[src/rtl/spixel_draw_arbiter_if.sv]
// rtl/spixel_draw_arbiter_if.sv - requester and engine signals of the superpixel draw arbiter
interface spixel_draw_arbiter_if #(
    parameter int NUM_REQ        = 4,
    parameter int SPIXEL_X_WIDTH = 5,
    parameter int SPIXEL_Y_WIDTH = 5,
    parameter int COLOR_ID_WIDTH = 8
);
    logic [NUM_REQ-1:0]                ireq;
    logic [NUM_REQ*SPIXEL_X_WIDTH-1:0] ix;
    logic [NUM_REQ*SPIXEL_Y_WIDTH-1:0] iy;
    logic [NUM_REQ*COLOR_ID_WIDTH-1:0] icolor;
    logic [NUM_REQ-1:0]                ogrant;
    logic [NUM_REQ-1:0]                odone_req;
    logic                              obusy;
    logic [SPIXEL_X_WIDTH-1:0]         ox;
    logic [SPIXEL_Y_WIDTH-1:0]         oy;
    logic [COLOR_ID_WIDTH-1:0]         ocolor;
    logic                              ovld;
    logic                              idone;
    logic                              oerr_tmo;

    modport slave (
        input  ireq, ix, iy, icolor, idone,
        output ogrant, odone_req, obusy, ox, oy, ocolor, ovld, oerr_tmo
    );

    modport master (
        output ireq, ix, iy, icolor, idone,
        input  ogrant, odone_req, obusy, ox, oy, ocolor, ovld, oerr_tmo
    );
endinterface

[src/rtl/spixel_draw_arbiter.sv]
// rtl/spixel_draw_arbiter.sv - round-robin sharing of one draw_superpixel engine with done watchdog
module spixel_draw_arbiter #(
    parameter int                   NUM_REQ        = 4,
    parameter int                   SPIXEL_X_WIDTH = 5,
    parameter int                   SPIXEL_Y_WIDTH = 5,
    parameter int                   COLOR_ID_WIDTH = 8,
    parameter int                   TMO_WIDTH      = 20,
    parameter logic [TMO_WIDTH-1:0] TMO_MAX        = {TMO_WIDTH{1'b1}}
) (
    input  logic                  clk,
    input  logic                  iRST_n,
    spixel_draw_arbiter_if.slave  bus
);
    localparam int                   IDX_W    = (NUM_REQ > 1) ? $clog2(NUM_REQ) : 1;
    localparam logic [TMO_WIDTH-1:0] TMO_LAST = TMO_MAX - TMO_WIDTH'(1);
    localparam logic [IDX_W-1:0]     IDX_LAST = IDX_W'(NUM_REQ - 1);

    typedef enum logic [1:0] {S_IDLE, S_ISSUE, S_WAIT, S_RETIRE} state_t;

    state_t                    state, state_nxt;
    logic [IDX_W-1:0]          rr_ptr, rr_ptr_nxt;
    logic [IDX_W-1:0]          owner, owner_nxt;
    logic [IDX_W-1:0]          win;
    logic [TMO_WIDTH-1:0]      tmo_cnt, tmo_cnt_nxt;
    logic [NUM_REQ-1:0]        grant_nxt, done_nxt;
    logic                      vld_nxt, err_nxt;
    logic [SPIXEL_X_WIDTH-1:0] x_nxt;
    logic [SPIXEL_Y_WIDTH-1:0] y_nxt;
    logic [COLOR_ID_WIDTH-1:0] c_nxt;

    // First requester at or after ptr, wrapping around the requester ring.
    function automatic logic [IDX_W-1:0] pick(input logic [NUM_REQ-1:0] req,
                                               input logic [IDX_W-1:0]   ptr);
        logic [IDX_W-1:0] sel;
        logic             found;
        int               idx;
        sel   = '0;
        found = 1'b0;
        for (int k = 0; k < NUM_REQ; k++) begin
            idx = (int'(ptr) + k) % NUM_REQ;
            if (!found && req[idx]) begin
                sel   = IDX_W'(idx);
                found = 1'b1;
            end
        end
        return sel;
    endfunction

    function automatic logic [NUM_REQ-1:0] onehot(input logic [IDX_W-1:0] idx);
        logic [NUM_REQ-1:0] v;
        v      = '0;
        v[idx] = 1'b1;
        return v;
    endfunction

    assign win = pick(bus.ireq, rr_ptr);

    always_comb begin
        state_nxt   = state;
        rr_ptr_nxt  = rr_ptr;
        owner_nxt   = owner;
        tmo_cnt_nxt = tmo_cnt;
        grant_nxt   = '0;
        done_nxt    = '0;
        vld_nxt     = 1'b0;
        err_nxt     = bus.oerr_tmo;
        x_nxt       = bus.ox;
        y_nxt       = bus.oy;
        c_nxt       = bus.ocolor;
        case (state)
            S_IDLE: begin
                if (|bus.ireq) begin
                    owner_nxt = win;
                    x_nxt     = bus.ix[win*SPIXEL_X_WIDTH +: SPIXEL_X_WIDTH];
                    y_nxt     = bus.iy[win*SPIXEL_Y_WIDTH +: SPIXEL_Y_WIDTH];
                    c_nxt     = bus.icolor[win*COLOR_ID_WIDTH +: COLOR_ID_WIDTH];
                    grant_nxt = onehot(win);
                    vld_nxt   = 1'b1;
                    state_nxt = S_ISSUE;
                end
            end
            S_ISSUE: begin
                tmo_cnt_nxt = '0;
                state_nxt   = S_WAIT;
            end
            S_WAIT: begin
                if (bus.idone) begin
                    done_nxt  = onehot(owner);
                    state_nxt = S_RETIRE;
                end else if (TMO_MAX != '0 && tmo_cnt == TMO_LAST) begin
                    // Engine never answered: retire anyway so the other requesters keep moving.
                    err_nxt   = 1'b1;
                    done_nxt  = onehot(owner);
                    state_nxt = S_RETIRE;
                end else begin
                    tmo_cnt_nxt = tmo_cnt + TMO_WIDTH'(1);
                end
            end
            S_RETIRE: begin
                rr_ptr_nxt = (owner == IDX_LAST) ? '0 : owner + IDX_W'(1);
                state_nxt  = S_IDLE;
            end
            default: state_nxt = S_IDLE;
        endcase
    end

    always_ff @(posedge clk) begin
        if (!iRST_n) begin
            state         <= S_IDLE;
            rr_ptr        <= '0;
            owner         <= '0;
            tmo_cnt       <= '0;
            bus.ogrant    <= '0;
            bus.odone_req <= '0;
            bus.obusy     <= 1'b0;
            bus.ox        <= '0;
            bus.oy        <= '0;
            bus.ocolor    <= '0;
            bus.ovld      <= 1'b0;
            bus.oerr_tmo  <= 1'b0;
        end else begin
            state         <= state_nxt;
            rr_ptr        <= rr_ptr_nxt;
            owner         <= owner_nxt;
            tmo_cnt       <= tmo_cnt_nxt;
            bus.ogrant    <= grant_nxt;
            bus.odone_req <= done_nxt;
            bus.obusy     <= (state_nxt != S_IDLE);
            bus.ox        <= x_nxt;
            bus.oy        <= y_nxt;
            bus.ocolor    <= c_nxt;
            bus.ovld      <= vld_nxt;
            bus.oerr_tmo  <= err_nxt;
        end
    end
endmodule

[src/flat_wrapper.sv]
// flat-port wrapper written by rule: the top's interface ports become plain ports
module spixel_draw_arbiter_flat 
#(
    parameter int                   NUM_REQ        = 4,
    parameter int                   SPIXEL_X_WIDTH = 5,
    parameter int                   SPIXEL_Y_WIDTH = 5,
    parameter int                   COLOR_ID_WIDTH = 8,
    parameter int                   TMO_WIDTH      = 20,
    parameter logic [TMO_WIDTH-1:0] TMO_MAX        = {TMO_WIDTH{1'b1}}
)
  (clk, iRST_n, bus_ireq, bus_ix, bus_iy, bus_icolor, bus_idone, bus_ogrant, bus_odone_req, bus_obusy, bus_ox, bus_oy, bus_ocolor, bus_ovld, bus_oerr_tmo);
  spixel_draw_arbiter_if #(.NUM_REQ(NUM_REQ), .SPIXEL_X_WIDTH(SPIXEL_X_WIDTH), .SPIXEL_Y_WIDTH(SPIXEL_Y_WIDTH), .COLOR_ID_WIDTH(COLOR_ID_WIDTH)) bus_i ();
  input  logic clk;
  input  logic iRST_n;
  input wire logic [$bits(bus_i.ireq)-1:0] bus_ireq;
  input wire logic [$bits(bus_i.ix)-1:0] bus_ix;
  input wire logic [$bits(bus_i.iy)-1:0] bus_iy;
  input wire logic [$bits(bus_i.icolor)-1:0] bus_icolor;
  input wire logic [$bits(bus_i.idone)-1:0] bus_idone;
  output wire logic [$bits(bus_i.ogrant)-1:0] bus_ogrant;
  output wire logic [$bits(bus_i.odone_req)-1:0] bus_odone_req;
  output wire logic [$bits(bus_i.obusy)-1:0] bus_obusy;
  output wire logic [$bits(bus_i.ox)-1:0] bus_ox;
  output wire logic [$bits(bus_i.oy)-1:0] bus_oy;
  output wire logic [$bits(bus_i.ocolor)-1:0] bus_ocolor;
  output wire logic [$bits(bus_i.ovld)-1:0] bus_ovld;
  output wire logic [$bits(bus_i.oerr_tmo)-1:0] bus_oerr_tmo;
  assign bus_i.ireq = bus_ireq;
  assign bus_i.ix = bus_ix;
  assign bus_i.iy = bus_iy;
  assign bus_i.icolor = bus_icolor;
  assign bus_i.idone = bus_idone;
  assign bus_ogrant = bus_i.ogrant;
  assign bus_odone_req = bus_i.odone_req;
  assign bus_obusy = bus_i.obusy;
  assign bus_ox = bus_i.ox;
  assign bus_oy = bus_i.oy;
  assign bus_ocolor = bus_i.ocolor;
  assign bus_ovld = bus_i.ovld;
  assign bus_oerr_tmo = bus_i.oerr_tmo;
  spixel_draw_arbiter #(.NUM_REQ(NUM_REQ), .SPIXEL_X_WIDTH(SPIXEL_X_WIDTH), .SPIXEL_Y_WIDTH(SPIXEL_Y_WIDTH), .COLOR_ID_WIDTH(COLOR_ID_WIDTH), .TMO_WIDTH(TMO_WIDTH), .TMO_MAX(TMO_MAX)) u_core (.clk(clk), .iRST_n(iRST_n), .bus(bus_i));
endmodule
[config.mk]
export PLATFORM = sky130hd
export DESIGN_NAME = spixel_draw_arbiter_flat
export DESIGN_NICKNAME = d
export VERILOG_FILES = /design/src/rtl/spixel_draw_arbiter_if.sv /design/src/rtl/spixel_draw_arbiter.sv /design/src/flat_wrapper.sv
export SDC_FILE = /design/constraint.sdc
export NUM_CORES = 1
export LEC_CHECK = 0
export CORE_MARGIN = 1.5
export CORE_UTILIZATION = 40
export CTS_BUF_LIST = sky130_fd_sc_hd__clkbuf_16
export DETAILED_ROUTE_END_ITERATION = 10
export HOLD_SLACK_MARGIN = 0.02
export PLACE_DENSITY = 0.84
export SYNTH_ARGS = -nofsm -noshare
export SYNTH_HDL_FRONTEND = slang
export SYNTH_SLANG_ARGS = --single-unit
[constraint.sdc]
create_clock -name clk -period 3.25 [get_ports clk]
set_input_delay 0.4875 -clock clk [delete_from_list [all_inputs] [get_ports clk]]
set_output_delay 0.4875 -clock clk [all_outputs]
set_load 0.01 [all_outputs]
==> out/qor.yml <==
logic_synthesis:
  synthTopCellsByArea: "dfxtp_1, mux2i_1, a221oi_1"
  ys.warnings.count: 0
  synthTopCellsByCount: "dfxtp_1, mux2i_1, o21ai_0"
  ys_seq_area_share_pct: 37.12
  synth-main-ff-cell: "dfxtp_1"
  netlist_instances: 313
  syn_area_sq_um: 2967
  async_reset_ff_share_pct: 0
  synth_top_cell_by_area: "dfxtp_1"
  postSynthRegisterBits: 55
  yosysMostFrequentCell: "dfxtp_1"
  mappedNetlistNets: 403
  post_synth.cell_area_avg_sq_um: 9.478
  synth-edff-count: 0
  synth_cell_type_count: 60
  synth_top_area_share_pct: 37.12
finish:
  regArea_sq_um: 1101
  nNetsFinal: 508
  nFillCells: 621
  multi_input_area_sq_um: 1748
  syn_to_final_growth_pct: 44.16
  drive_gt1_share_pct: 7.399
  final_area_sq_um: 4277
  num_antenna_cells: 0
routing:
  drcViolationCount: 0
  finalWirelength_um: 8121
  wl_per_cell_um: 15.68
  vias: 2890
  drt_iter0_markers: 102
  via_per_inst: 5.579
  postRouteAntennaNets: 0
  dr.pass1.iters: 6
setup_path:
  cp.arrival_ps: 2640
  required_ps: 3450
  start_kind: "input port"
  critPathCaptureType: "flip-flop"
  rr_worst_depth: 8
  crit_type: "input port to flip-flop"
  critPathMaxFanout: 17
cts:
  post_cts_resized: 0
  clkLatencyLatePin_ps: 300
  cts_buffers: 5
  htreeDepth: 2
  cts-root-buf: "clkbuf_16"
  clkSinkCount: 55
  clk_path_buf_depth: 2
  path_clk_slew_ps: 80
  post_cts_buffers: 0
  hold_buffers: 0
  cts_tree: "done"
die:
  dieArea_sq_um: 7942
  die_x_um: 89.12
  die_h_um: 89.12
  rows: 31
  ios: 108
  core-area_sq_um: 7214
  start_util_pct: 41.12
hold_path:
  whs_path_depth: 2
  holdCritPathClass: "flip-flop to flip-flop"
timing:
  timing.setup.tns_ps: 0
  timing.hold.ws_ps: 501.4
  period_share_pct: 75.16
  worstMarginPinSlew_ps: 641.1
  setup_violations: 0
  slew_violations: 0
  clock.fmax_ghz: 0.4094
  rsz0062_at_grt: "false"
  fin_crit_ps: 2443
  finalHoldViolCount: 0
  timing.max_slew.rel_slack_pct: 57.13
  skew_ps: 10.04
global_route:
  grt_usage_pct: 21.29
  grt_pass1_wl_um: 13220
  antenna_found_initial: 0
  grt_pass1_vias: 2852
  grt_overflow: 0
  grt_max_degree: 32
place:
  dp_hpwl_um: 6192
  port_buffers: 107
  dpl_cell_area_sq_um: 4130
  gp_congestion: 0.8464
power:
  p_per_area_nw_per_um2: 572.2
  peakVddDrop_uv: 300.0
  total_leakage_power_uw: 0.001542
outcome:
  outcome: "completed"
job:
  cap_violations: 0
## final timing paths
| kind | from | to | slack [ps] |
|---|---|---|---|
| min | u_core.tmo_cnt[1]$_SDFFE_PN0P_ | u_core.tmo_cnt[1]$_SDFFE_PN0P_ | 500 |
| max reg2reg | u_core.state[0]$_SDFF_PN0_ | u_core.tmo_cnt[19]$_SDFFE_PN0P_ | 970 |
| min reg2reg | u_core.tmo_cnt[1]$_SDFFE_PN0P_ | u_core.tmo_cnt[1]$_SDFFE_PN0P_ | 500 |
| max | bus_ireq[1] | u_core.bus.ox[3]$_SDFFE_PN0P_ | 810 |
## layer usage
layer	part of all wire, %	track usage [%]	vias to the layer above
li1	-	-	1387
met1	41	24.29	1342
met2	49	37.53	140
met3	7.5	5.355	21
met4	3.2	9.371	0
met5	0	0	-
## layout by cell type (no fill, tap or decap), types with 2 or more instances in the layout
| cell type | instances |
|---|---|
| inv_1 | 10 |
| a221oi_1 | 18 |
| nor4_1 | 4 |
| nor2_1 | 15 |
| o22ai_1 | 2 |
| nor2_2 | 2 |
| clkdlybuf4s50_1 | 107 |
| o211ai_1 | 5 |
| or4_1 | 4 |
| ha_1 | 11 |
| a31oi_1 | 3 |
| xnor2_1 | 8 |
| nand3_1 | 5 |
| clkinv_4 | 2 |
| a21boi_0 | 2 |
| o21ai_0 | 23 |
| nand4_1 | 3 |
| clkbuf_16 | 5 |
| a21oi_1 | 11 |
| and2_1 | 7 |
| buf_4 | 7 |
| nor2b_1 | 5 |
| dfxtp_1 | 55 |
| nor3_1 | 4 |
| a211oi_1 | 2 |
| or3_1 | 8 |
| o21ai_1 | 3 |
| nand2_1 | 17 |
| mux2i_1 | 39 |
## cells by family after synthesis
family / after synthesis / synth area share (%)
buffers and inverters: 25 / 4.218
DFF: 55 / 37.12
muxes: 39 / 13.16
adders and majority gates: 11 / 4.639
xor gates and xnor gates: 8 / 2.362
AOI/OAI and AO/OA: 84 / 19.61
and+or+nand+nor: 91 / 18.90
## area by class of cell
type | instances | share of cell area [%]
well taps | 99 | 2.896
multi-input cells | 233 | 40.87
clock inverters | 3 | 0.4974
repair buffers | 114 | 26.27
flip-flops and latches | 55 | 25.75
inverters | 9 | 0.7899
clock buffers | 5 | 2.926
## worst max-delay path, stage by stage
cell and delay, ps:
clkdlybuf4s50_1 560, a21boi_1 180, o32ai_1 170, nor2_4 490, buf_4 340, mux2i_1 110, a221oi_1 310
## where the power goes
group          total (uW)  switching [uW]  internal (uW)
clock network         541             255            286
registers             898            83.4            815
logic                1010             511            496
## sequential cells by signal, indices dropped and copies added (netlist names)
name and flops:
u_core.rr_ptr 2, u_core.bus.odone_req 4, u_core.bus.ox 5, u_core.bus.ocolor 8
u_core.bus.obusy 1, u_core.bus.ogrant 4, u_core.owner 2, u_core.bus.oerr_tmo 1
u_core.tmo_cnt 20, u_core.bus.ovld 1, u_core.state 2, u_core.bus.oy 5
## through the flow
| stage | cells | setup WS [ps] | total power, uW | utilization [%] |
|---|---|---|---|---|
| after floorplan | 313 | 1222 | 1420 | - |
| after global placement | 510 | 651.1 | 1895 | 57.25 |
| after detailed placement | 510 | 508.2 | 1919 | 57.25 |
| after CTS | 518 | 814.1 | 2461 | 59.28 |
| after global routing | 518 | 617.3 | 2569 | 59.28 |
| final | 518 | 807.4 | 2447 | 59.28 |
(Power assumes the default switching activity.)
